### src/rtl/fetch_pkg.sv
// Shared constants and types for the instruction fetch stage.
package fetch_pkg;

  localparam logic [31:0] NOP_INSTR      = 32'h0000_0013;
  localparam logic [2:0]  FETCH_MISALIGN = 3'd5;
  localparam int unsigned DEF_BUF_DEPTH  = 2;
  localparam int unsigned DEF_MAX_OUTST  = 2;

  typedef struct packed {
    logic [31:0] addr;
    logic [31:0] data;
  } fetch_entry_t;

endpackage

### src/rtl/fetch_buffer.sv
// Small FIFO of prefetched {addr, data} words; flush wins over push.
module fetch_buffer
  import fetch_pkg::*;
#(
  parameter int unsigned DEPTH = DEF_BUF_DEPTH
) (
  input  logic                     clk,
  input  logic                     rst,
  input  logic                     push,
  input  fetch_entry_t             push_entry,
  input  logic                     pop,
  input  logic                     flush,
  output fetch_entry_t             head,
  output logic [$clog2(DEPTH):0]   count,
  output logic                     full,
  output logic                     empty
);

  localparam int unsigned AW = $clog2(DEPTH);

  fetch_entry_t   entries [DEPTH];
  logic [AW-1:0]  rd_ptr;
  logic [AW-1:0]  wr_ptr;
  logic [AW:0]    cnt;
  logic           do_push;
  logic           do_pop;

  assign empty   = (cnt == '0);
  assign full    = (cnt == (AW+1)'(DEPTH));
  assign count   = cnt;
  assign head    = entries[rd_ptr];
  assign do_pop  = pop && !empty && !flush;
  // A full buffer still accepts a push when the head leaves in the same cycle.
  assign do_push = push && !flush && (!full || do_pop);

  always_ff @(posedge clk) begin
    if (!rst || flush) begin
      rd_ptr <= '0;
      wr_ptr <= '0;
      cnt    <= '0;
    end else begin
      if (do_push) wr_ptr <= wr_ptr + AW'(1);
      if (do_pop)  rd_ptr <= rd_ptr + AW'(1);
      case ({do_push, do_pop})
        2'b10:   cnt <= cnt + (AW+1)'(1);
        2'b01:   cnt <= cnt - (AW+1)'(1);
        default: cnt <= cnt;
      endcase
    end
  end

  always_ff @(posedge clk) begin
    if (do_push) entries[wr_ptr] <= push_entry;
  end

endmodule

### src/rtl/instr_fetch_unit.sv
// Fetch stage: prefetches sequential words, drops stale responses on redirect,
// and flags misaligned fetch PCs.
module instr_fetch_unit
  import fetch_pkg::*;
#(
  parameter int unsigned BUF_DEPTH = DEF_BUF_DEPTH,
  parameter int unsigned MAX_OUTST = DEF_MAX_OUTST
) (
  input  logic        clk,
  input  logic        rst,
  input  logic [31:0] pc_in,
  output logic [31:0] instr,
  output logic        instr_valid,
  output logic        fetch_fault,
  output logic [2:0]  fault_cause,
  output logic        mem_req,
  output logic [31:0] mem_addr,
  input  logic        mem_gnt,
  input  logic        mem_rvalid,
  input  logic [31:0] mem_rdata
);

  localparam int unsigned CW = $clog2(BUF_DEPTH) + 1;
  localparam int unsigned OW = $clog2(MAX_OUTST + 1);
  localparam int unsigned SW = ((CW > OW) ? CW : OW) + 1;

  logic [OW-1:0] outst;
  logic [OW-1:0] drop;
  logic [31:0]   fetch_addr;
  logic [31:0]   resp_addr;
  logic [31:0]   expect_addr;
  logic [SW-1:0] in_use;
  logic          fault;
  logic          hit;
  logic          redirect;
  logic          grant;
  logic          push;

  fetch_entry_t  head;
  logic [CW-1:0] buf_count;
  logic          buf_full;
  logic          buf_empty;

  fetch_buffer #(.DEPTH(BUF_DEPTH)) u_buf (
    .clk        (clk),
    .rst        (rst),
    .push       (push),
    .push_entry ('{addr: resp_addr, data: mem_rdata}),
    .pop        (hit),
    .flush      (redirect),
    .head       (head),
    .count      (buf_count),
    .full       (buf_full),
    .empty      (buf_empty)
  );

  // The PC the core should present next if it is following the sequential stream.
  always_comb begin
    expect_addr = fetch_addr;
    if (!buf_empty)
      expect_addr = head.addr;
    else if (outst > drop)
      expect_addr = resp_addr;
  end

  assign fault    = rst && (pc_in[1:0] != 2'b00);
  assign hit      = rst && !fault && !buf_empty && (head.addr == pc_in);
  assign redirect = rst && !fault && (pc_in != expect_addr);

  // Buffered words plus live in-flight words must fit in the buffer.
  assign in_use   = SW'(buf_count) + SW'(outst) - SW'(drop);
  assign mem_req  = rst && !redirect && !fault && !buf_full &&
                    (in_use < SW'(BUF_DEPTH)) && (outst < OW'(MAX_OUTST));
  assign mem_addr = fetch_addr;
  assign grant    = mem_req && mem_gnt;
  assign push     = rst && mem_rvalid && !redirect && (drop == '0);

  assign instr       = hit ? head.data : NOP_INSTR;
  assign instr_valid = hit;
  assign fetch_fault = fault;
  assign fault_cause = fault ? FETCH_MISALIGN : 3'd0;

  always_ff @(posedge clk) begin
    if (!rst) begin
      outst      <= '0;
      drop       <= '0;
      fetch_addr <= '0;
      resp_addr  <= '0;
    end else if (redirect) begin
      // No request goes out on a redirect; a coincident response is discarded.
      outst      <= outst - OW'(mem_rvalid);
      drop       <= outst - OW'(mem_rvalid);
      fetch_addr <= pc_in;
      resp_addr  <= pc_in;
    end else begin
      outst <= outst + OW'(grant) - OW'(mem_rvalid);
      if (mem_rvalid) begin
        if (drop != '0)
          drop <= drop - OW'(1);
        else
          resp_addr <= resp_addr + 32'd4;
      end
      if (grant) fetch_addr <= fetch_addr + 32'd4;
    end
  end

  a_no_orphan_resp: assert property (@(posedge clk) disable iff (!rst)
    mem_rvalid |-> (outst != '0));

endmodule

### config.mk
export PLATFORM = sky130hd
export DESIGN_NAME = instr_fetch_unit
export DESIGN_NICKNAME = d
export VERILOG_FILES = /design/src/rtl/fetch_pkg.sv /design/src/rtl/fetch_buffer.sv /design/src/rtl/instr_fetch_unit.sv
export SDC_FILE = /design/constraint.sdc
export NUM_CORES = 1
export LEC_CHECK = 0
export CAP_MARGIN = 20
export CORE_MARGIN = 5
export CORE_UTILIZATION = 44
export CTS_CLUSTER_SIZE = 12
export DETAILED_ROUTE_END_ITERATION = 16
export GPL_TIMING_DRIVEN = 0
export PLACE_DENSITY = 0.77
export REMOVE_ABC_BUFFERS = 1
export SYNTH_ARGS = -nofsm -noshare
export SYNTH_HDL_FRONTEND = slang
export SYNTH_SLANG_ARGS = --single-unit
### constraint.sdc
create_clock -name clk -period 7.6 [get_ports clk]
set_input_delay 0.76 -clock clk [delete_from_list [all_inputs] [get_ports clk]]
set_output_delay 0.76 -clock clk [all_outputs]
set_load 0.01 [all_outputs]
==> results of run 1 <==
placed cells by master (no fill, tap or decap), drive strengths merged, types with 9 or more instances in the layout:
| master | Yosys | routed |
|---|---|---|
| ha | 9 | 9 |
| nor2b | 10 | 10 |
| nand2b | 13 | 13 |
| a22oi | 12 | 12 |
| a211oi | 26 | 26 |
| edfxtp | 128 | 128 |
| nor4 | 13 | 13 |
| and3 | 17 | 17 |
| xnor2 | 53 | 53 |
| clkbuf | 32 | 32 |
| xor2 | 12 | 12 |
| o22ai | 15 | 15 |
| nand4 | 25 | 25 |
| mux2 | 9 | 9 |
| clkdlybuf4s50 | 0 | 135 |
| inv | 58 | 59 |
| nor2 | 91 | 91 |
| o21ai | 26 | 27 |
| and2 | 9 | 9 |
| dfxtp | 73 | 73 |
| nor3 | 27 | 27 |
| nand2 | 79 | 79 |
| o211ai | 18 | 18 |
| a31oi | 9 | 9 |
| a21oi | 43 | 44 |
| mux2i | 70 | 70 |
| nand3 | 26 | 26 |
| o221ai | 13 | 13 |
| buf | 37 | 21 |
metrics by stage:
step	hold slack (ns)	setup slack [ns]	power, mW
after CTS	0.520	0.0769	3.17
after global placement	0.478	-10.33	2.03
after floorplan	0.446	-3.89	1.74
final	0.522	0.518	3.19
after global routing	0.533	0.242	3.31
after detailed placement	0.508	0.145	2.05
layout make-up:
cell class / instances / area [sq um]
repair buffers: 158 / 1650
fillers: 2154 / 10900
multi-input cells: 744 / 5070
inverters: 58 / 218
well taps: 324 / 405
clock inverters: 10 / 115
flip-flops and latches: 201 / 5310
clock buffers: 31 / 636
cells by family after synthesis:
group | after synthesis | share of synthesized area (%)
AOI/OAI and AO/OA | 239 | 16.0
xor gates and xnor gates | 65 | 5.24
adders and majority gates | 11 | 1.40
buffers and inverters | 127 | 5.06
DFF | 201 | 48.8
muxes | 79 | 7.38
other | 1 | 0.0345
and+or+nand+nor | 347 | 16.1
final timing paths:
| kind | endpoint | slack [ns] | from | cells after the start |
|---|---|---|---|---|
| max | mem_req | 0.52 | outst[0]$_SDFF_PN0_ | 13 |
| min | u_buf.entries[0][62]$_DFFE_PP_ | 0.52 | resp_addr[30]$_SDFFE_PN0P_ | 0 |
| max reg2reg | u_buf.entries[0][55]$_DFFE_PP_ | 1.14 | outst[0]$_SDFF_PN0_ | 16 |
| min reg2reg | u_buf.entries[0][62]$_DFFE_PP_ | 0.52 | resp_addr[30]$_SDFFE_PN0P_ | 0 |
routing by layer:
layer / part of all wire (%) / global-route usage [%] / vias up / wire [um]
met4: 3.9 / 10.0 / 2 / 1510
met1: 40 / 36.5 / 4531 / 15800
met5: 0.033 / 0 / - / 13
met3: 11 / 5.78 / 125 / 4130
li1: - / - / 4260 / -
met2: 45 / 43.3 / 611 / 17700
power breakdown:
group	leakage (nW)	internal (mW)	switching (mW)	total [mW]
clock network	0.368	0.656	0.458	1.11
registers	1.79	1.23	0.0596	1.29
logic	2.22	0.289	0.492	0.781
registers in the layout, indices dropped and copies added (netlist names), named ones only:
signal / cells
drop: 2
mem_addr: 32
outst: 2
resp_addr: 32
u_buf.count: 2
u_buf.entries: 128
u_buf.rd_ptr: 1
u_buf.wr_ptr: 1
repair_timing:
action	in CTS	in global routing
gates resized for setup	2	1
gates cloned	1	1
pin swaps	1	1
endpoints found under the setup margin	1	1
endpoints found under the hold margin	0	0
buffers inserted	0	1
worst max-delay path, cell delays in order (launching register included):
cell,delay [ns]
dfxtp_1,0.37
inv_1,0.09
ha_1,0.60
and2_1,0.41
a21oi_4,0.52
mux2_2,0.40
o21ai_0,0.44
nand2_1,0.12
or4_1,0.84
o21ai_4,0.29
buf_12,0.24
nand2_1,0.45
nor3b_1,0.38
clkdlybuf4s50_1,0.58
==> flow_summary.toml, run 1 <==
[outcome]
status = "finished clean"

[worst_setup_path]
crit_required_ns = 6.84
critPathMaxFanout = 29
startpoint_type = "flop"
crit_arrival_ns = 6.32
path_class = "reg -> out"
crit_path_end_kind = "output port"

[sta]
fmax_mhz = 141
timing.final.crit_share_pct = 93.2
skew_ns = 0.0231
finalMaxSlewViolations = 0
period_minus_slack_ns = 7.08
setup_viol = 0
hold_viol_final = 0
tightest_slew_ns = 1.06
relSlewSlack_pct = 28.6
rsz0062_at_grt = "no"
final.setup.tns_ns = 0

[place]
dp.cells = 1481
hpwl_mm = 28.2
port_buffers = 136
gp_congestion = 0.989
placedInstanceArea_sq_mm = 0.0126

[pwr]
p_per_area_mw_per_mm2 = 238
irDropWorstVdd_uv = 141
leakage_nw = 4.38

[flow_run]
cap_violations = 0

[cts]
clkTransAtPathRegs_ns = 0.06
numCtsBuffers = 23
cts_hold_buf = 0
cts-root-buf = "clkbuf_16"
clock-sinks = 201
cts_tree = "yes"
clock_latency_ns = 0.54
ctsHtreeMaxLevel = 1
clockBufferDepth = 3

[global_route]
grt_pass1_wl_mm = 58.6
grt_max_degree = 45
grt_use_total_pct = 27.1
antenna_found_initial = 1
grt_pass1_vias = 9296
overflow = 0

[routing]
drt_iter0_markers = 1197
wl_per_cell_um = 25.7
post-route-drc-count = 0
drt-vias-per-instance = 6.24
wirelength_mm = 39.1
first_pass_iters = 6
vias = 9529
antenna_left = 0

[finish]
antennaDiodeCount = 0
design_area_sq_mm = 0.0134
syn_to_final_growth_pct = 23.3
post-route-util_pct = 55.1
layoutNonFillerInstCount = 1526
fin_nets = 1265
drive_above_1_share_pct = 7.40

[synth]
synth_common_cells = "edfxtp_1, nor2_1, nand2_1"
synth_edf_count = 128
synth_top_area_cell = "edfxtp_1"
syn_inst = 1070
synth_top_area_share_pct = 35.4
synth_most_common_cell = "edfxtp_1"
postSynth.asyncResetShare_pct = 0
yosysSeqAreaShare_pct = 48.8
syn_area_per_cell_sq_um = 10.2
ys_seq_elements = 201
yosys_warnings = 0
synth_top_cells_by_area = "edfxtp_1, dfxtp_1, mux2i_1, xnor2_1, nor2_1"
synth_area_sq_mm = 0.0109
synth_flop_cell = "edfxtp_1"
synthDistinctLibCells = 79

[die]
core.rowCount = 57
start_util_pct = 44.7
core_area_sq_mm = 0.0243
dieArea_sq_mm = 0.0279
fp.dieW_um = 167
fp.dieH_um = 167
io_pins = 138

[min_path]
hp-class = "reg -> reg"
Power figures use the tool's default switching activity.
==> run 2: changes to the inputs <==
Settings changed: CTS_CLUSTER_SIZE 12 to 14, REMOVE_ABC_BUFFERS 1 to default.
==> flow_summary.toml, run 2 (synthesis results as in run 1) <==
[sta]
hold_viol_final = 0
timing.final.crit_share_pct = 82.5
relSlewSlack_pct = 18.7
fmax_mhz = 160
rsz0062_at_grt = "no"
period_minus_slack_ns = 6.27
finalMaxSlewViolations = 0
tightest_slew_ns = 1.22
final.setup.tns_ns = 0
skew_ns = 0.0102
setup_viol = 0
setup_ws_ns = 1.33

[min_path]
holdPathStages = 0
hp-start = "resp_addr[14]$_SDFFE_PN0P_"
hp-class = "reg -> reg"

[worst_setup_path]
max_stage_delay_ns = 0.93
r2r_end = "u_buf.entries[0][39]$_DFFE_PP_"
crit_path_end_kind = "output port"
critical_path.reg2reg.startpoint = "u_buf.count[1]$_SDFFE_PP0P_"
path_class = "reg -> out"
path_cells = "buf_2 -> nor2_1 -> clkbuf_1 -> o211ai_1 -> a221o_1 -> nor4_1 -> nand4_1 -> o21ai_2 -> nand2_1 -> nor3b_1 -> clkdlybuf4s50_1"
critPathMaxFanout = 10
crit_arrival_ns = 5.51
cp_num_cells = 11
crit_required_ns = 6.84
startpoint = "u_buf.count[1]$_SDFFE_PP0P_"
startpoint_type = "flop"
rr_worst_depth = 16
path_buf_inv = 3
critical-path-top-delay-family = "simple AND/OR/NAND/NOR gates"
crit_slowest_cell = "nor2_1"
worstSetupEndpoint = "mem_req"
rrSetupSlack_ns = 1.39

[cts]
cts_setup_buffers = 0
cts_hold_buf = 0
clockBufferDepth = 3
cts_tree = "yes"
clock_latency_ns = 0.51
ctsResizeCount = 0
clock-sinks = 201
cts-root-buf = "clkbuf_16"
numCtsBuffers = 22
clkTransAtPathRegs_ns = 0.06
ctsHtreeMaxLevel = 1

[finish]
nFillCells = 2167
regArea_sq_mm = 0.00531
fin_nets = 1316
drive_above_1_share_pct = 8.38
multiInputGateArea_sq_mm = 0.00503
top_register = "u_buf.entries"
final_cell_mix = "clkdlybuf4s50_1, edfxtp_1, nor2_1"
syn_to_final_growth_pct = 24.1
antennaDiodeCount = 0
final_common_cell = "clkdlybuf4s50_1"
largest_reg_flops = 128

[routing]
wl_per_cell_um = 28.6
first_pass_iters = 5
wirelength_mm = 45.1
antenna_left = 0
drt_iter0_markers = 1138
post-route-drc-count = 0
drt-vias-per-instance = 6.32
vias = 9960

[place]
gp_congestion = 1.01
place_ws_ns = 1.57
hpwl_mm = 34.7
port_buffers = 131

[global_route]
grt_use_total_pct = 30.9
antenna_found_initial = 0
grt_pass1_wl_mm = 64.7
overflow = 0
use_met1_pct = 41.5
use_met2_pct = 49.3
grt.busiest_layer = "met2"
met3_usage_pct = 5.82
grt_max_degree = 15
grt_pass1_vias = 9745

[die]
fp.dieH_um = 167
fp.dieW_um = 167
start_util_pct = 44.7
dieArea_sq_mm = 0.0279
core.rowCount = 57
core_area_sq_mm = 0.0243
io_pins = 138

[pwr]
irDropWorstVdd_uv = 128
leakage_nw = 4.44
p_per_area_mw_per_mm2 = 237
power_mw = 3.19

[synth]
syn_nets = 1149

[flow_run]
cap_violations = 0

[outcome]
status = "finished clean"
[run 2: per-stage QoR]
stage	util [%]	instances	instance area, sq um	hold slack [ns]
after floorplan	-	1070	10900	0.424
after global placement	51.8	1525	12600	0.426
after global routing	55.5	1577	13500	0.473
after CTS	55.5	1577	13500	0.464
after detailed placement	52.4	1537	12800	0.444
final	55.5	1577	13500	0.459
[run 2: worst min path at each step]
| stage | to | slack [ns] |
|---|---|---|
| 6_report | u_buf.entries[0][46]$_DFFE_PP_ | 0.46 |
| 5_1_grt | u_buf.entries[0][46]$_DFFE_PP_ | 0.47 |
| 4_1_cts | u_buf.entries[1][46]$_DFFE_PP_ | 0.46 |
| 3_5_place_dp | u_buf.entries[1][46]$_DFFE_PP_ | 0.44 |
| 3_3_place_gp | u_buf.entries[0][46]$_DFFE_PP_ | 0.43 |
| 2_1_floorplan | u_buf.entries[0][37]$_DFFE_PP_ | 0.42 |
[run 2: final cells by class]
| type | count | share of cell area, % |
|---|---|---|
| plain buffers | 69 | 2.47 |
| repair buffers | 143 | 10.8 |
| clock inverters | 12 | 0.900 |
| multi-input cells | 742 | 37.3 |
| flip-flops and latches | 201 | 39.3 |
| clock buffers | 28 | 4.55 |
| well taps | 324 | 3.01 |
| inverters | 58 | 1.61 |
[run 2: where the power goes]
part / total, mW / leakage, nW / internal [mW] / switching [mW]
Combinational: 0.813 / 2.29 / 0.298 / 0.515
Clock: 1.09 / 0.357 / 0.642 / 0.444
Sequential: 1.29 / 1.79 / 1.23 / 0.0594
Total: 3.19 / 4.44 / 2.17 / 1.02
[run 2: routing by layer]
layer | vias to the layer above | wire [um]
met5 | - | 0
met2 | 692 | 20300
li1 | 4363 | -
met3 | 115 | 4560
met4 | 0 | 2180
met1 | 4790 | 18000
